## src/rtl/ctrl_sync_pkg.sv

```systemverilog
// Shared types and defaults for the receive-side control-pulse phase recovery.
package ctrl_sync_pkg;

  typedef enum logic [1:0] {
    HUNT   = 2'b00,
    VERIFY = 2'b01,
    LOCKED = 2'b10
  } sync_state_e;

  localparam int DEF_PERIOD = 16;
  localparam int DEF_POS_A  = 7;
  localparam int DEF_POS_B  = 12;
  localparam int ERR_CNT_W  = 8;

endpackage

```

## src/rtl/pulse_gap_meter.sv

```systemverilog
// Cycles since the last ctrl pulse, saturating at PERIOD ("no pulse seen").
module pulse_gap_meter
  import ctrl_sync_pkg::*;
#(
  parameter int PERIOD = DEF_PERIOD,
  parameter int GW     = $clog2(DEF_PERIOD + 1)
) (
  input  logic          clk,
  input  logic          rst_n,
  input  logic          ctrl_in,
  output logic [GW-1:0] gap
);

  localparam logic [GW-1:0] GAP_MAX = GW'(PERIOD);

  logic [GW-1:0] gap_q, gap_d;

  always_comb begin
    gap_d = gap_q;
    if (ctrl_in)
      gap_d = GW'(1);
    else if (gap_q < GAP_MAX)
      gap_d = gap_q + 1'b1;
    else
      gap_d = GAP_MAX;
  end

  always_ff @(posedge clk or negedge rst_n) begin
    if (!rst_n) gap_q <= GAP_MAX;
    else        gap_q <= gap_d;
  end

  assign gap = gap_q;

endmodule

```

## src/rtl/ctrl_pulse_sync.sv

```systemverilog
// Recovers the generator frame phase from the ctrl pulse stream: hunt, verify, lock,
// with per-cycle mismatch reporting and loss of lock after sustained bad frames.
module ctrl_pulse_sync
  import ctrl_sync_pkg::*;
#(
  parameter int PERIOD      = DEF_PERIOD,
  parameter int POS_A       = DEF_POS_A,
  parameter int POS_B       = DEF_POS_B,
  parameter int LOCK_FRAMES = 2,
  parameter int LOSS_FRAMES = 2
) (
  input  logic                      clk,
  input  logic                      rst_n,
  input  logic                      ctrl_in,
  output logic                      locked,
  output logic [$clog2(PERIOD)-1:0] frame_pos,
  output logic                      frame_start,
  output logic                      err,
  output logic [ERR_CNT_W-1:0]      err_cnt
);

  localparam int W    = $clog2(PERIOD);
  localparam int GW   = $clog2(PERIOD + 1);
  localparam int FMAX = (LOCK_FRAMES > LOSS_FRAMES) ? LOCK_FRAMES : LOSS_FRAMES;
  localparam int CW   = $clog2(FMAX + 1);

  localparam logic [GW-1:0] TRIG_GAP = GW'(POS_B - POS_A);
  localparam logic [W-1:0]  POS_A_L  = W'(POS_A);
  localparam logic [W-1:0]  POS_B_L  = W'(POS_B);
  localparam logic [W-1:0]  ACQ_POS  = W'((POS_B + 1) % PERIOD);
  localparam logic [W-1:0]  LAST_POS = W'(PERIOD - 1);
  localparam logic [CW-1:0] LOCK_L   = CW'(LOCK_FRAMES);
  localparam logic [CW-1:0] LOSS_L   = CW'(LOSS_FRAMES);

  sync_state_e          state_q, state_d;
  logic [W-1:0]         pos_q, pos_d;
  logic [CW-1:0]        good_q, good_d;
  logic [CW-1:0]        bad_q, bad_d;
  logic                 dirty_q, dirty_d;
  logic                 err_q, err_d;
  logic                 locked_q, locked_d;
  logic [ERR_CNT_W-1:0] err_cnt_q, err_cnt_d;
  logic [GW-1:0]        gap;
  logic                 expected, mismatch, wrap;

  pulse_gap_meter #(
    .PERIOD (PERIOD),
    .GW     (GW)
  ) u_gap (
    .clk     (clk),
    .rst_n   (rst_n),
    .ctrl_in (ctrl_in),
    .gap     (gap)
  );

  always_comb begin
    expected  = (pos_q == POS_A_L) || (pos_q == POS_B_L);
    mismatch  = (state_q != HUNT) && (ctrl_in != expected);
    wrap      = (pos_q == LAST_POS);

    state_d   = state_q;
    pos_d     = wrap ? '0 : pos_q + 1'b1;
    good_d    = good_q;
    bad_d     = bad_q;
    dirty_d   = wrap ? 1'b0 : (dirty_q | mismatch);
    err_d     = mismatch;
    err_cnt_d = (mismatch && (err_cnt_q != '1)) ? err_cnt_q + 1'b1 : err_cnt_q;

    unique case (state_q)
      HUNT: begin
        pos_d   = '0;
        dirty_d = 1'b0;
        if (ctrl_in && (gap == TRIG_GAP)) begin
          state_d = VERIFY;
          pos_d   = ACQ_POS;
          good_d  = '0;
          bad_d   = '0;
        end
      end
      VERIFY: begin
        // A mismatch on the wrap cycle must beat promotion, so test it first.
        if (mismatch) begin
          state_d = HUNT;
          pos_d   = '0;
        end else if (wrap) begin
          good_d = good_q + 1'b1;
          if (good_d == LOCK_L) state_d = LOCKED;
        end
      end
      LOCKED: begin
        // The frame's own wrap-cycle mismatch is folded in before judging it.
        if (wrap) begin
          if (dirty_q || mismatch) begin
            bad_d = bad_q + 1'b1;
            if (bad_d == LOSS_L) begin
              state_d = HUNT;
              pos_d   = '0;
            end
          end else begin
            bad_d = '0;
          end
        end
      end
      default: begin
        state_d = HUNT;
        pos_d   = '0;
      end
    endcase

    locked_d = (state_d == LOCKED);
  end

  always_ff @(posedge clk or negedge rst_n) begin
    if (!rst_n) begin
      state_q   <= HUNT;
      pos_q     <= '0;
      good_q    <= '0;
      bad_q     <= '0;
      dirty_q   <= 1'b0;
      err_q     <= 1'b0;
      locked_q  <= 1'b0;
      err_cnt_q <= '0;
    end else begin
      state_q   <= state_d;
      pos_q     <= pos_d;
      good_q    <= good_d;
      bad_q     <= bad_d;
      dirty_q   <= dirty_d;
      err_q     <= err_d;
      locked_q  <= locked_d;
      err_cnt_q <= err_cnt_d;
    end
  end

  assign locked      = locked_q;
  assign frame_pos   = pos_q;
  assign frame_start = (state_q != HUNT) && (pos_q == '0);
  assign err         = err_q;
  assign err_cnt     = err_cnt_q;

endmodule

```

## config.mk

```make
export PLATFORM = sky130hd
export DESIGN_NAME = ctrl_pulse_sync
export DESIGN_NICKNAME = d
export VERILOG_FILES = /design/src/rtl/ctrl_sync_pkg.sv /design/src/rtl/pulse_gap_meter.sv /design/src/rtl/ctrl_pulse_sync.sv
export SDC_FILE = /design/constraint.sdc
export NUM_CORES = 1
export LEC_CHECK = 0
export ABC_AREA = 1
export CAP_MARGIN = 20
export CORE_MARGIN = 1
export CORE_UTILIZATION = 30
export CTS_BUF_LIST = sky130_fd_sc_hd__clkbuf_8
export DETAILED_ROUTE_END_ITERATION = 12
export GPL_TIMING_DRIVEN = 0
export SETUP_SLACK_MARGIN = 0.05
export SYNTH_ARGS = -nofsm -noshare
export SYNTH_HDL_FRONTEND = slang
export SYNTH_SLANG_ARGS = --single-unit
```

## constraint.sdc

```tcl
create_clock -name clk -period 1.3 [get_ports clk]
set_input_delay 0.26 -clock clk [delete_from_list [all_inputs] [get_ports clk]]
set_output_delay 0.26 -clock clk [all_outputs]
set_load 0.01 [all_outputs]
```

==> impl_results.md, run 1 <==
* Global placement routability congestion at 0.7923
* Routed Antenna Nets at 0
* Root buffer cell: clkbuf_8
* CP required at 1040 ps
* Unrepaired setup endpoints after global routing: yes
* # rows at 24
* Total gr overflow at 0
* Class of the worst hold path: in2async
* Vias at 1133
* Final WS setup at -213.6 ps
* CP Max Fanout at 2
* Total Routing Usage GR at 12.87%
* Post-synth EDFFs at 0
* Worst-path cell with the longest stage delay: dfrtp_1
* Failing checks: setup timing
* Mapped Area at 1405 um^2
* Worst-margin pin slew at 654.8 ps
* Synth async-reset ratio at 100.0%
* CP Depth at 5
* HPWL Detailed at 1.965 mm
* Clock Pin Slew Worst Setup and Hold Paths at 90 ps
* Final Hold Viols at 0
* Most common cell on crit path: inv_2
* CP arrival at 1250 ps
* Avg WL per Cell at 10.88 um
* Leakage at 0.0009556 uW
* Cells after Synth at 170
* Clock Skews at 1.733 ps
* Wirelength, routed at 2.796 mm
* Simple-gate share of the synthesized area at 29.74%
* Post-synthesis mux area share at 0%
* Synth cell types at 24
* TritonCTS clock tree: yes
* Number of fill cells at 441
* Clock Tree Buf Depth at 2
* Worst Setup Path Type: reg2out
* Final setup fails at 22
* Maximum VDD drop at 0.3967 mV
* Post-CTS Hold Buffers at 0
* Core Footprint at 4414 um^2
* Die Ht at 70.44 um
* Number of global-route vias before repair at 1077
* Adder-Cell Fraction of Synth Area at 6.233%
* Mean post-synth cell area at 8.265 um^2
* Worst Setup Start Kind: flop
* Seq/Total Area, Yosys at 46.39%
* 1st-iter DRT viols at 32
* Compound-gate portion of the synthesized area at 3.384%
* FF-to-FF path depth at 9
* Die area at 4961 um^2
* Cells along the critical path: inv_2 -> ha_4 -> inv_2 -> nor4_2 -> buf_2
* Crit path time final at 1514 ps
* Synth warn at 0
* Inserted Diodes at 0
* Non-Filler Instances at 257
* Max Clk Rate at 0.6607 GHz
* Max-slew violations at 0
* Top Ports at 18
* H-tree Lvls at 1
* Final instance area at 1876 um^2
* Placed Cells incl. Taps at 240
* PD cells at 1058 nW/um^2
* # clock sinks at 26
* Nets at 216
* Seq cells post-synth at 26
* Slew headroom at 56.21%
* DRC at 0
* Number of buffers and inverters on the critical path at 3
* CTS buffer count at 3
* Max Cap Viol at 0
* Initial core utilization at 31.83%
* Worst path top cell family by delay: flip-flops
* Status: complete, but fails checks
* Period utilization at 116.4%
* Setup slack, reg-to-reg at -210 ps
* Crit. End Element: output pin
* Ratio of cells with drive above 1 in the final layout at 28.78%
* Vias/cell at 4.409
* First-pass DRT Iterations at 6
* CP peak stage delay at 410 ps
* Syn nets at 180
* First-pass GRT wire length at 4.974 mm
* Synth Area in XOR/XNOR at 6.144%
* Worst-Skew Late Latency at 270 ps
* Main synth FF type: dfrtp_1
* Largest net degree at the start of global routing at 15
* Layout Area Growth over Synthesis at 33.48%
* IO buf count at 17
* Largest family of logic cells by synthesized area: simple AND/OR/NAND/NOR gates
* Placed cell area at 1690 um^2
* Initial antenna violation count at 0
* Die Wd at 70.44 um
-- report_power, final --
| group | internal [uW] | leakage [uW] | total, uW | switching, uW |
|---|---|---|---|---|
| registers | 882 | 0.000343 | 942 | 59.8 |
| logic | 245 | 0.000583 | 510 | 265 |
| clock network | 271 | 0.0000288 | 533 | 262 |
-- final timing paths --
| kind | end | from |
|---|---|---|
| max in group asynchronous | err_cnt[5]$_DFFE_PN0P_ | rst_n |
| worst min register to register | bad_q[1]$_DFFE_PN0P_ | bad_q[1]$_DFFE_PN0P_ |
| worst max register to register | err_cnt[0]$_DFFE_PN0P_ | frame_pos[0]$_DFF_PN0_ |
| worst max-delay path | frame_start | frame_pos[0]$_DFF_PN0_ |
| min in group clk | bad_q[1]$_DFFE_PN0P_ | bad_q[1]$_DFFE_PN0P_ |
| worst min-delay path | u_gap.gap[0]$_DFF_PN0_ | rst_n |
-- state kept, by name, indices dropped and copies added (netlist names) --
register,flops
state_q,2
frame_pos,4
err_cnt,8
locked,1
good_q,2
err,1
u_gap.gap,5
dirty_q,1
bad_q,2
-- metal layers --
| metal | share of wire (%) | track usage [%] | vias up |
|---|---|---|---|
| met3 | 2.0 | 2.165 | 4 |
| met5 | 0 | 0 | - |
| met4 | 2.1 | 6.667 | 0 |
| met2 | 48 | 19.26 | 12 |
| li1 | - | - | 595 |
| met1 | 48 | 17.75 | 522 |
-- cell usage after synthesis, types with 2 or more instances --
| cell | n | area (um^2) |
|---|---|---|
| nand2_1 | 45 | 168.9 |
| xor2_1 | 6 | 52.55 |
| o21ai_0 | 5 | 25.02 |
| xnor2_1 | 2 | 17.52 |
| dfrtp_1 | 25 | 625.6 |
| nor3_1 | 5 | 25.02 |
| nand3_2 | 2 | 20.02 |
| inv_1 | 28 | 105.1 |
| nor2_1 | 15 | 56.30 |
| a21oi_1 | 2 | 10.01 |
| nand3_1 | 16 | 80.08 |
| ha_1 | 7 | 87.58 |
-- layout by cell type (no fill, tap or decap), types with 5 or more instances in the layout --
| cell | n |
|---|---|
| clkdlybuf4s15_1 | 5 |
| nor2_1 | 12 |
| inv_1 | 23 |
| nand2_1 | 39 |
| xor2_1 | 6 |
| buf_4 | 12 |
| nor3_1 | 5 |
| inv_2 | 5 |
| nand2_2 | 6 |
| dfrtp_1 | 22 |
| nand3_1 | 13 |
-- timing repair --
action | CTS | global route
hold endpoints to repair | 0 | 0
resized for setup | 45 | 14
setup buffers | 9 | 4
endpoints found under the setup margin | 36 | 31
pin swaps | 4 | 0
-- stage by stage --
stage / utilization [%] / power, uW / setup WS (ps) / hold WS [ps] / setup TNS (ps)
global placement: 37.95 / 1399 / -460.0 / 460.6 / -15980
CTS: 41.72 / 1978 / -225.7 / 400.3 / -3022
global route: 42.49 / 2117 / -312.3 / 440.6 / -5369
detailed placement: 38.29 / 1407 / -504.5 / 470.2 / -5636
finish: 42.49 / 1985 / -213.6 / 380.7 / -3151
floorplan: - / 1212 / -90.59 / -35.59 / -879.5
-- cells by family after synthesis --
kind of cell	count (synthesis)
AO/OA/AOI/OAI	9
XOR/XNOR	9
buffers and inverters	29
adder cells (fa/ha/maj)	7
AND/OR/NAND/NOR	90
flip-flops	26
-- layout make-up --
| type | count | area, um^2 | area share (%) |
|---|---|---|---|
| Clock buffer | 4 | 55.05 | 2.935 |
| Inverter | 29 | 116.4 | 6.204 |
| Multi-Input combinational cell | 115 | 732.0 | 39.03 |
| Sequential cell | 26 | 655.6 | 34.96 |
| Tap cell | 52 | 65.06 | 3.469 |
| Timing Repair Buffer | 31 | 251.5 | 13.41 |
No activity file was read; power rests on OpenSTA's default activity.
==> run 2, diff against run 1 <==
- TNS_END_PERCENT: unset -> 10
==> impl_results.md, run 2 (synthesis gave the netlist of run 1 again) <==
* CTS buffer count at 3
* Max Clk Rate at 0.6328 GHz
* Setup WS pre-CTS at -505.2 ps
* Failing checks: setup timing
* Total Routing Usage GR at 11.65%
* Max Cap Viol at 0
* Max reg flops at 8
* Inserted Diodes at 0
* Maximum VDD drop at 0.6604 mV
* # clock sinks at 26
* Setup_tns at -3531 ps
* Global placement routability congestion at 0.7537
* Number of global-route vias before repair at 1089
* Placed Cells incl. Taps at 240
* Largest net degree at the start of global routing at 18
* H-tree Lvls at 1
* PD cells at 1044 nW/um^2
* Unrepaired setup endpoints after global routing: yes
* Clock Skews at 1.472 ps
* Initial antenna violation count at 0
* CP required at 1040 ps
* Final setup fails at 22
* Crit path time final at 1580 ps
* DRC at 0
* Wirelength, routed at 2.713 mm
* Non-Filler Instances at 251
* Comb pwr share at 23.7%
* Vias at 1124
* CP Max Fanout at 2
* IO buf count at 17
* Slew headroom at 63.74%
* Die Wd at 70.44 um
* Worst Setup Start Kind: flop
* Ratio of cells with drive above 1 in the final layout at 27.64%
* Sequential power share at 49.6%
* Final Hold Viols at 0
* Avg WL per Cell at 10.81 um
* Class of the worst hold path: in2async
* Leakage at 0.0009387 uW
* Die Ht at 70.44 um
* Worst-Skew Late Latency at 260 ps
* Clk pwr share at 26.7%
* Top Ports at 18
* Sw power at 563.1 uW
* Die area at 4961 um^2
* 1st-iter DRT viols at 37
* Routed Antenna Nets at 0
* First-pass DRT Iterations at 4
* Total gr overflow at 0
* Worst-margin pin slew at 542.3 ps
* Vias/cell at 4.478
* TritonCTS clock tree: yes
* Clock Tree Buf Depth at 2
* Most common cell after layout, fill and taps aside: nand2_1
* Worst hold slack at 342.6 ps
* # rows at 24
* Layout Area Growth over Synthesis at 31.79%
* Status: complete, but fails checks
* Internal at 1370 uW
* Initial core utilization at 31.83%
* HPWL Detailed at 1.932 mm
* Clock Pin Slew Worst Setup and Hold Paths at 90 ps
* Root buffer cell: clkbuf_8
* Final WS setup at -280.2 ps
* Period utilization at 121.6%
* Number of fill cells at 448
* CP arrival at 1320 ps
* Nets at 210
* Most frequent cells in the layout: 39 x nand2_1, 24 x inv_1, 21 x dfrtp_1
* Max-slew violations at 0
* Core Footprint at 4414 um^2
* Crit. End Element: output pin
* First-pass GRT wire length at 4.664 mm
* Worst Setup Path Type: reg2out
* Switching part of the total at 29.13%
run 2: power by group through the flow:
stage | registers (uW) | logic [uW] | clock network, uW
floorplan | 991 | 219 | 0
global placement | 983 | 411 | 0
finish | 959 | 458 | 516
global route | 975 | 511 | 571
detailed placement | 983 | 429 | 0
CTS | 959 | 427 | 540
run 2: cell type report:
class / count / area (um^2) / share of cell area [%]
clock buffers: 4 / 55.05 / 2.973
inverters: 29 / 116.4 / 6.284
multi-input cells: 116 / 743.2 / 40.14
flip-flops and latches: 26 / 656.9 / 35.47
well taps: 52 / 65.06 / 3.514
repair buffers: 24 / 215.2 / 11.62
run 2: final timing paths:
check,from,endpoint,slack (ps),cells after the start
setup / recovery,frame_pos[0]$_DFF_PN0_,frame_start,-280,5
hold / removal,rst_n,state_q[1]$_DFF_PN0_,340,1
setup reg to reg,frame_pos[0]$_DFF_PN0_,err_cnt[0]$_DFFE_PN0P_,-220,9
hold reg to reg,good_q[1]$_DFFE_PN0P_,good_q[1]$_DFFE_PN0P_,480,2
max in group asynchronous,rst_n,u_gap.gap[4]$_DFF_PN1_,400,2
min in group clk,good_q[1]$_DFFE_PN0P_,good_q[1]$_DFFE_PN0P_,480,2
run 2: stage by stage:
step / power, uW / instance area (um^2) / util, %
3_3_place_gp: 1394 / 1663 / 37.67
4_1_cts: 1926 / 1752 / 39.68
3_5_place_dp: 1411 / 1690 / 38.29
2_1_floorplan: 1209 / 1428 / -
5_1_grt: 2058 / 1852 / 41.95
6_report: 1933 / 1852 / 41.95
run 2: routing by layer:
metal	up-vias	track usage [%]	wire [um]
met5	-	0	0
met4	0	5.111	38
met3	4	1.732	50
met2	13	18.41	1279
met1	520	15.71	1344
li1	587	-	-
run 2: timing repair:
action,4_1_cts,5_1_grt
hold buffers,0,0
pin swaps,3,2
setup endpoints to repair,36,33
buffers inserted,2,4
gates resized for setup,28,37
hold endpoints to repair,0,0
cloned,0,1
run 2: worst max-delay path: stages (launching register included):
cell and delay (ps):
dfrtp_1 410, inv_2 90, ha_4 140, inv_2 30
nor4_2 210, buf_2 170
==> run 3, diff against run 2 <==
- CORE_UTILIZATION: 30 -> 56
- PLACE_DENSITY: unset -> 0.81
- clock period: 1.3 -> 1.7 ns (I/O delays scaled with it)
==> impl_results.md, run 3 (synthesis gave the netlist of run 1 again) <==
* Status: finished, final reports clean
* FF-to-FF path depth at 9
* Worst Setup Path Type: reg2out
* Worst Setup Start Kind: flop
* Clock Pin Slew Worst Setup and Hold Paths at 90 ps
* Largest net degree at the start of global routing at 15
* Die Ht at 52.09 um
* Clock Tree Buf Depth at 2
* Total gr overflow at 0
* IO buf count at 17
* Max reg flops at 8
* Final Hold Viols at 0
* Placed cell area at 1625 um^2
* 1st-iter DRT viols at 35
* Worst-margin pin slew at 612.3 ps
* Top Ports at 18
* Nets at 206
* Max Cap Viol at 0
* Worst-Skew Late Latency at 270 ps
* Final setup fails at 0
* Cells along the critical path: buf_4 -> clkdlybuf4s50_1
* # rows at 17
* PD cells at 850.5 nW/um^2
* Vias at 1128
* Most frequent cells in the layout: 44 x nand2_1, 27 x inv_1, 24 x dfrtp_1
* Vias/cell at 5.058
* CP required at 1360 ps
* Class of the worst hold path: in2async
* Post-layout util at 74.89%
* Initial antenna violation count at 0
* Worst-path cell with the longest stage delay: clkdlybuf4s50_1
* Wirelength, routed at 2.674 mm
* Ratio of cells with drive above 1 in the final layout at 13.33%
* Final instance area at 1720 um^2
* Die area at 2713 um^2
* Period utilization at 97.05%
* H-tree Lvls at 1
* DRC at 0
* Layout Area Growth over Synthesis at 22.44%
* First-pass GRT wire length at 4.595 mm
* TritonCTS clock tree: yes
* Die Wd at 52.09 um
* First-pass DRT Iterations at 4
* Avg WL per Cell at 11.99 um
* CP peak stage delay at 540 ps
* Slew headroom at 59.05%
* Number of global-route vias before repair at 1062
* Unrepaired setup endpoints after global routing: yes
* Core Footprint at 2297 um^2
* Max Clk Rate at 0.6061 GHz
* CP arrival at 1310 ps
* Total Routing Usage GR at 23.55%
* # clock sinks at 26
* Inserted Diodes at 0
* Clock Skews at 1.858 ps
* Global placement routability congestion at 0.8450
* CP Max Fanout at 3
* Maximum VDD drop at 0.8887 mV
* Root buffer cell: clkbuf_8
* Crit path time final at 1650 ps
* HPWL Detailed at 1.985 mm
* Initial core utilization at 61.17%
* Most common cell after layout, fill and taps aside: nand2_1
* Routed Antenna Nets at 0
* Crit. End Element: output pin
* CTS buffer count at 3
* Max-slew violations at 0
* Leakage at 0.0008658 uW
## run 3: area by class of cell
class	instances	area, um^2
flip-flops and latches	26	653.1
clock buffers	4	55.05
well taps	28	35.03
multi-input cells	115	660.6
fillers	177	576.8
repair buffers	21	202.7
inverters	29	113.9
## run 3: through the flow
| step | setup slack, ps | hold slack, ps | total power [uW] | TNS, ps | cells |
|---|---|---|---|---|---|
| detailed placement | -125.0 | 474.0 | 1064 | -157.4 | 216 |
| CTS | 43.96 | 457.1 | 1476 | 0 | 222 |
| finish | 50.09 | 443.5 | 1463 | 0 | 223 |
| global route | 12.29 | 496.9 | 1549 | 0 | 223 |
| global placement | -115.6 | 454.3 | 1053 | -981.1 | 215 |
| floorplan | 261.1 | 44.41 | 918.8 | 0 | 170 |
## run 3: what timing repair did
item,CTS,global route
pin swaps,1,0
setup endpoints to repair,2,23
buffers inserted,2,1
resized for setup,7,6
hold buffers,0,0
## run 3: worst max-delay path: cells and delay by family (launching register included)
family / cells / cell delay [ps]
flops: 1 / 370
buf+inv: 2 / 670
## run 3: where the power goes
part	total, uW	internal (uW)	switching (uW)	leakage, uW
sequential	733	674	58.3	0.000347
combinational	328	161	167	0.000490
clock	402	207	195	0.0000288
total	1460	1040	420	0.000866
## run 3: worst paths after layout
| path | slack [ps] | endpoint | startpoint |
|---|---|---|---|
| max | 50 | frame_pos[0] | frame_pos[0]$_DFF_PN0_ |
| min | 440 | good_q[1]$_DFFE_PN0P_ | rst_n |
| max reg2reg | 130 | err_cnt[5]$_DFFE_PN0P_ | frame_pos[0]$_DFF_PN0_ |
| min reg2reg | 490 | good_q[1]$_DFFE_PN0P_ | good_q[1]$_DFFE_PN0P_ |
| max in group asynchronous | 750 | err_cnt[2]$_DFFE_PN0P_ | rst_n |
| min in group clk | 490 | good_q[1]$_DFFE_PN0P_ | good_q[1]$_DFFE_PN0P_ |
## run 3: per-layer routing
layer / track usage (%) / share of wire [%]
met5: 0 / 0
met2: 36.54 / 47
met3: 4.386 / 3.7
met4: 9.459 / 1.3
met1: 32.26 / 48
